--- src/rtl/and_arb_pkg.sv ---
// and_arb_pkg: shared FSM state encoding and requester-index width helper.
package and_arb_pkg;

   typedef enum logic [1:0] {
      S_IDLE = 2'd0,
      S_EXEC = 2'd1,
      S_RESP = 2'd2
   } state_t;

   // A lone requester still needs a one-bit index.
   function automatic int rr_w(input int n);
      return (n > 1) ? $clog2(n) : 1;
   endfunction

endpackage

--- src/rtl/and2_slice.sv ---
// and2_slice: WIDTH-wide bitwise AND, one bit per gate of a 74x08 package.
module and2_slice #(
   parameter int WIDTH = 2
) (
   input  logic [WIDTH-1:0] i_a,
   input  logic [WIDTH-1:0] i_b,
   output logic [WIDTH-1:0] o_y
);

   assign o_y = i_a & i_b;

endmodule

--- src/rtl/and2_share_arbiter.sv ---
// and2_share_arbiter: round-robin arbiter sharing one AND slice among N_REQ requesters.
module and2_share_arbiter
   import and_arb_pkg::*;
#(
   parameter int N_REQ = 4,
   parameter int WIDTH = 2,
   localparam int RR_W = rr_w(N_REQ)
) (
   input  logic                   clk,
   input  logic                   rst,
   input  logic [N_REQ-1:0]       req_valid,
   output logic [N_REQ-1:0]       req_ready,
   input  logic [N_REQ*WIDTH-1:0] req_a,
   input  logic [N_REQ*WIDTH-1:0] req_b,
   output logic                   rsp_valid,
   input  logic                   rsp_ready,
   output logic [RR_W-1:0]        rsp_id,
   output logic [WIDTH-1:0]       rsp_y,
   output logic                   busy,
   output logic [15:0]            op_count
);

   state_t            r_state;
   state_t            w_state_nxt;
   logic [RR_W-1:0]   r_rr_ptr;
   logic [RR_W-1:0]   r_id;
   logic [RR_W-1:0]   w_win;
   logic              w_found;
   logic              w_grant;
   logic              w_done;
   logic [WIDTH-1:0]  r_a;
   logic [WIDTH-1:0]  r_b;
   logic [WIDTH-1:0]  r_y;
   logic [WIDTH-1:0]  w_and;
   logic [15:0]       r_op_count;

   // Index arithmetic stays below 2*N_REQ, so one conditional subtract wraps it.
   function automatic logic [RR_W-1:0] wrap(input int v);
      return RR_W'((v >= N_REQ) ? v - N_REQ : v);
   endfunction

   always_comb begin
      w_found = 1'b0;
      w_win   = '0;
      for (int k = 0; k < N_REQ; k++) begin
         if (!w_found && req_valid[wrap(int'(r_rr_ptr) + k)]) begin
            w_found = 1'b1;
            w_win   = wrap(int'(r_rr_ptr) + k);
         end
      end
   end

   always_comb begin
      w_state_nxt = S_IDLE;
      unique case (r_state)
         S_IDLE:  w_state_nxt = w_found ? S_EXEC : S_IDLE;
         S_EXEC:  w_state_nxt = S_RESP;
         S_RESP:  w_state_nxt = rsp_ready ? S_IDLE : S_RESP;
         default: w_state_nxt = S_IDLE;
      endcase
   end

   assign w_grant = (r_state == S_IDLE) && w_found;
   assign w_done  = (r_state == S_RESP) && rsp_ready;

   and2_slice #(.WIDTH(WIDTH)) u_slice (
      .i_a (r_a),
      .i_b (r_b),
      .o_y (w_and)
   );

   always_ff @(posedge clk) begin
      if (rst) begin
         r_state    <= S_IDLE;
         r_rr_ptr   <= '0;
         r_id       <= '0;
         r_a        <= '0;
         r_b        <= '0;
         r_y        <= '0;
         r_op_count <= '0;
      end else begin
         r_state <= w_state_nxt;
         if (w_grant) begin
            r_a  <= req_a[w_win*WIDTH +: WIDTH];
            r_b  <= req_b[w_win*WIDTH +: WIDTH];
            r_id <= w_win;
         end
         if (r_state == S_EXEC)
            r_y <= w_and;
         if (w_done) begin
            r_rr_ptr   <= (r_id == RR_W'(N_REQ - 1)) ? '0 : r_id + RR_W'(1);
            r_op_count <= r_op_count + 16'd1;
         end
      end
   end

   assign req_ready = w_grant ? (N_REQ'(1) << w_win) : '0;
   assign rsp_valid = (r_state == S_RESP);
   assign rsp_id    = r_id;
   assign rsp_y     = r_y;
   assign busy      = (r_state != S_IDLE);
   assign op_count  = r_op_count;

endmodule

--- config.mk ---
export PLATFORM = sky130hd
export DESIGN_NAME = and2_share_arbiter
export DESIGN_NICKNAME = d
export VERILOG_FILES = /design/src/rtl/and_arb_pkg.sv /design/src/rtl/and2_slice.sv /design/src/rtl/and2_share_arbiter.sv
export SDC_FILE = /design/constraint.sdc
export NUM_CORES = 1
export LEC_CHECK = 0
export CELL_PAD_IN_SITES_DETAIL_PLACEMENT = 0
export CELL_PAD_IN_SITES_GLOBAL_PLACEMENT = 2
export CORE_ASPECT_RATIO = 0.9
export CORE_UTILIZATION = 23
export DETAILED_ROUTE_END_ITERATION = 12
export PLACE_DENSITY_LB_ADDON = 0.05
export SETUP_SLACK_MARGIN = 0.05
export SYNTH_ARGS = -nofsm -noshare
export SYNTH_HDL_FRONTEND = slang
export SYNTH_SLANG_ARGS = --single-unit
--- constraint.sdc ---
create_clock -name clk -period 1.5 [get_ports clk]
set_input_delay 0.3 -clock clk [delete_from_list [all_inputs] [get_ports clk]]
set_output_delay 0.3 -clock clk [all_outputs]
set_load 0.1 [all_outputs]
==> impl_metrics.csv <==
group,metric,value,unit
detailed_routing,postRouteAntennaNets,0,
timing,rsz0062_at_grt,"true",
power_and_ir_drop,power_density,668,nW/um^2
synth,synth.yosys.seq_area_share,0.396,
final_layout,area_growth,95.0,%
synth,synth_area_per_cell,9.08,sq um
synth,post_synth_inst_count,156,
timing,timing.max_slew.rel_slack,0.764,
clock_tree,htree_levels,1,
global_routing,antenna_violations_before_repair,0,
floorplan,fp.coreArea,5820,sq um
critical_path,reg2reg_to,"r_a[1]",
placement,pre_cts_slack,-0.683,ns
timing,skew,0.00269,ns
clock_tree,cts.clk_slew.worst_paths,0.09,ns
clock_tree,cts.path.max_buffers,2,
final_layout,final_net_count,258,
final_layout,n_antenna_cell,0,
worst_hold_path,worstHoldPathType,"in -> reg",
power_and_ir_drop,switchingPower,583,uW
power_and_ir_drop,cell_internal_pwr,1260,uW
critical_path,crit_path_max_incr_delay,0.41,ns
timing,timing_hold_violations_final,0,
worst_hold_path,end_point_of_the_most_critical_hold_path,"r_state[1]",
clock_tree,cts_made_buffers,3,
synth,net_count_of_the_mapped_netlist,181,
critical_path,endpoint_kind,"primary output",
floorplan,chipWidth,84.7,microns
detailed_routing,drt_pre_antenna_iters,6,
clock_tree,cts-hold-fix-buffers,0,
timing,min_period_over_period,1.27,
global_routing,globalRoute.totalOverflow,0,
synth,ys.warnings.count,0,
synth,post-synth-top-area-cell,"sky130_fd_sc_hd__dfxtp_1",
critical_path,worstSetupStartpointType,"flip-flop",
floorplan,die-area,6480,sq um
placement,dpl_cell_area,2470,sq um
floorplan,design.portCount,49,
detailed_routing,drt_iter0_drc,29,
floorplan,placement_rows,26,
timing,max_clock_freq,524,MHz
power_and_ir_drop,total_leakage_power,0.00108,uW
detailed_routing,detail_route.wirelength,3930,microns
final_layout,seqCellArea,621,sq um
synth,yosysUniqueCellTypes,39,
power_and_ir_drop,power.switching_fraction,0.316,
global_routing,via_count_of_the_first_global_routing_pass,1401,
final_layout,final_design_area_no_fill,2760,sq um
synth,postSynthRegisterBits,28,
run_status,outcome,"finished with violations",
placement,place.gp.congestion,0.736,
critical_path,critPathSlowestCell,"sky130_fd_sc_hd__dfxtp_4",
critical_path,worstPathRequired,1.20,ns
synth,synth_top_area_share,0.396,
power_and_ir_drop,sequentialPowerShare,0.419,
timing,final_critical_path_setup_slack,-0.410,ns
critical_path,r2r-start,"r_rr_ptr[1]",
critical_path,worst_r2r_path_depth,7,
power_and_ir_drop,power.share.clock,0.251,
critical_path,crit_family,"flip-flops",
run_status,violations,"setup timing",
critical_path,chain_of_cells_forming_the_critical_path,"mux2i_4 -> o22ai_4 -> nor3_4 -> and2_4 -> buf_12",
clock_tree,tritoncts,"built",
global_routing,maximum_number_of_pins_on_one_net_before_global_route_repair,16,
worst_hold_path,worstHoldStart,"rsp_ready",
global_routing,gr-usage-all-layers,0.124,
synth,post_synth_instance_area,1420,sq um
floorplan,die_y,76.4,microns
detailed_routing,routed_via_density,4.65,
detailed_routing,drt_drc_violations_left,0,
critical_path,crit_path_max_fanout,5,
critical_path,worstSetupPathType,"reg -> out",
detailed_routing,via_count,1405,
clock_tree,clkLatencyLatePin,0.27,ns
clock_tree,cts.sinks,28,
power_and_ir_drop,comb_power_share,0.330,
final_layout,footprint_of_the_multi_input_gates,997,sq um
worst_hold_path,timing.hold.worst_path_depth,3,
power_and_ir_drop,power.ir.vdd_worst,0.324,mV
timing,final_period_minus_worst_setup_slack,1.91,ns
synth,synth_top_cells_by_area,"sky130_fd_sc_hd__dfxtp_1, sky130_fd_sc_hd__mux2i_1, sky130_fd_sc_hd__nor2_1, sky130_fd_sc_hd__xor2_1, sky130_fd_sc_hd__nand2_1",
placement,post-dp-hpwl,2950,microns
global_routing,first_pass_grt_wire_length,6520,microns
critical_path,critical_path_arrival,1.61,ns
floorplan,start_util,0.243,
final_layout,layout.cells.most_common_list,"sky130_fd_sc_hd__buf_12, sky130_fd_sc_hd__buf_4, sky130_fd_sc_hd__nor2_1, sky130_fd_sc_hd__clkdlybuf4s50_1, sky130_fd_sc_hd__dfxtp_4",
run,cap_viol_max_count,0,
clock_tree,cts_root_buffer,"sky130_fd_sc_hd__clkbuf_8",
timing,finalSetupViolations,11,
timing,final_max_slew_viol_count,0,
critical_path,worst-r2r-setup-slack,-0.18,ns
final_layout,n_fill_cell,552,
placement,place.port_buffers,48,
final_layout,most_common_library_cell_in_the_layout_ignoring_fill_and_taps,"sky130_fd_sc_hd__buf_12",
timing,tightest_slew,0.352,ns
detailed_routing,wl_per_cell,13.0,microns
critical_path,timing.critical_path.buf_inv,1,
final_layout,post_route_cells_drive_above_1_share,0.504,
## routing by layer
| layer | wire, microns | track usage | up-vias |
|---|---|---|---|
| li1 | - | - | 697 |
| met1 | 1880 | 0.162 | 689 |
| met2 | 1940 | 0.210 | 17 |
| met3 | 95 | 0.0293 | 2 |
| met4 | 16 | 0.0220 | 0 |
| met5 | 0 | 0 | - |
## through the flow
step | power [uW] | TNS [ns] | util | instances | hold slack, ns
5_1_grt | 1940 | -3.46 | 0.474 | 302 | 0.476
2_1_floorplan | 1110 | -1.38 | - | 156 | 0.448
3_3_place_gp | 1350 | -9.11 | 0.424 | 288 | 0.469
4_1_cts | 1850 | -1.93 | 0.450 | 296 | 0.449
6_report | 1840 | -2.31 | 0.474 | 302 | 0.459
3_5_place_dp | 1360 | -9.64 | 0.424 | 288 | 0.470
## sequential cells by signal (all words and copies together), names as in the netlist
register  cells
op_count     16
rsp_id        2
r_b           2
rsp_y         2
r_state       2
r_a           2
r_rr_ptr      2
## layout make-up
type                       instances  share of cell area
multi-input combinational        120               0.361
timing repair buffer              78               0.360
sequential                        28               0.225
tap                               70              0.0317
clock buffer                       4              0.0199
inverter                           2             0.00272
## worst register-to-register path, stage by stage, from the launching register on
cell,delay [ns]
sky130_fd_sc_hd__dfxtp_4,0.41
sky130_fd_sc_hd__mux2i_4,0.25
sky130_fd_sc_hd__o22ai_4,0.13
sky130_fd_sc_hd__nor2_8,0.17
sky130_fd_sc_hd__buf_4,0.14
sky130_fd_sc_hd__buf_8,0.13
sky130_fd_sc_hd__mux2i_2,0.22
sky130_fd_sc_hd__o221ai_1,0.12
## repair_timing
action,CTS,global route
setup buffers,4,7
resized for setup,25,23
pin swaps,13,21
endpoints found under the setup margin,22,23
## power groups by stage
| stage | logic, uW | clock network (uW) | registers, uW |
|---|---|---|---|
| floorplan | 281 | 0 | 828 |
| global placement | 563 | 0 | 789 |
| detailed placement | 569 | 0 | 791 |
| CTS | 594 | 483 | 773 |
| global route | 641 | 523 | 778 |
| finish | 609 | 462 | 773 |
## worst max path at each step
stage,startpoint,end,depth (start not counted)
2_1_floorplan,r_rr_ptr[1],req_ready[0],5
3_3_place_gp,req_valid[0],req_ready[3],6
3_5_place_dp,req_valid[0],req_ready[3],6
4_1_cts,r_rr_ptr[1],req_ready[0],5
5_1_grt,r_rr_ptr[1],req_ready[0],6
6_report,r_rr_ptr[1],req_ready[3],5
## cells in the mapped netlist (all sizes together)
cell,n
dfxtp,28
nor2,23
nand2,15
a21oi,11
mux2i,10
xor2,9
nand3,7
xnor2,5
buf,4
nand3b,4
nand4,4
nor3,4
o221ai,4
and3,3
and2,2
and2b,2
clkbuf,2
ha,2
inv,2
nand2b,2
nor4,2
o22ai,2
or3,2
and3b,1
and4,1
o21a,1
o21ai,1
o22a,1
o41ai,1
or2b,1
## cells by family (layout without fill, tap and decap cells)
group           count (synthesis)  after routing  synth area share
buf+inv                         8             84            0.0283
compound gates                 21             21             0.114
simple gates                   73             73             0.287
xor+xnor                       14             14            0.0866
fa+ha+maj                       2              2            0.0177
mux                            10             10            0.0707
flops                          28             28             0.396
(Power assumes the default switching activity.)
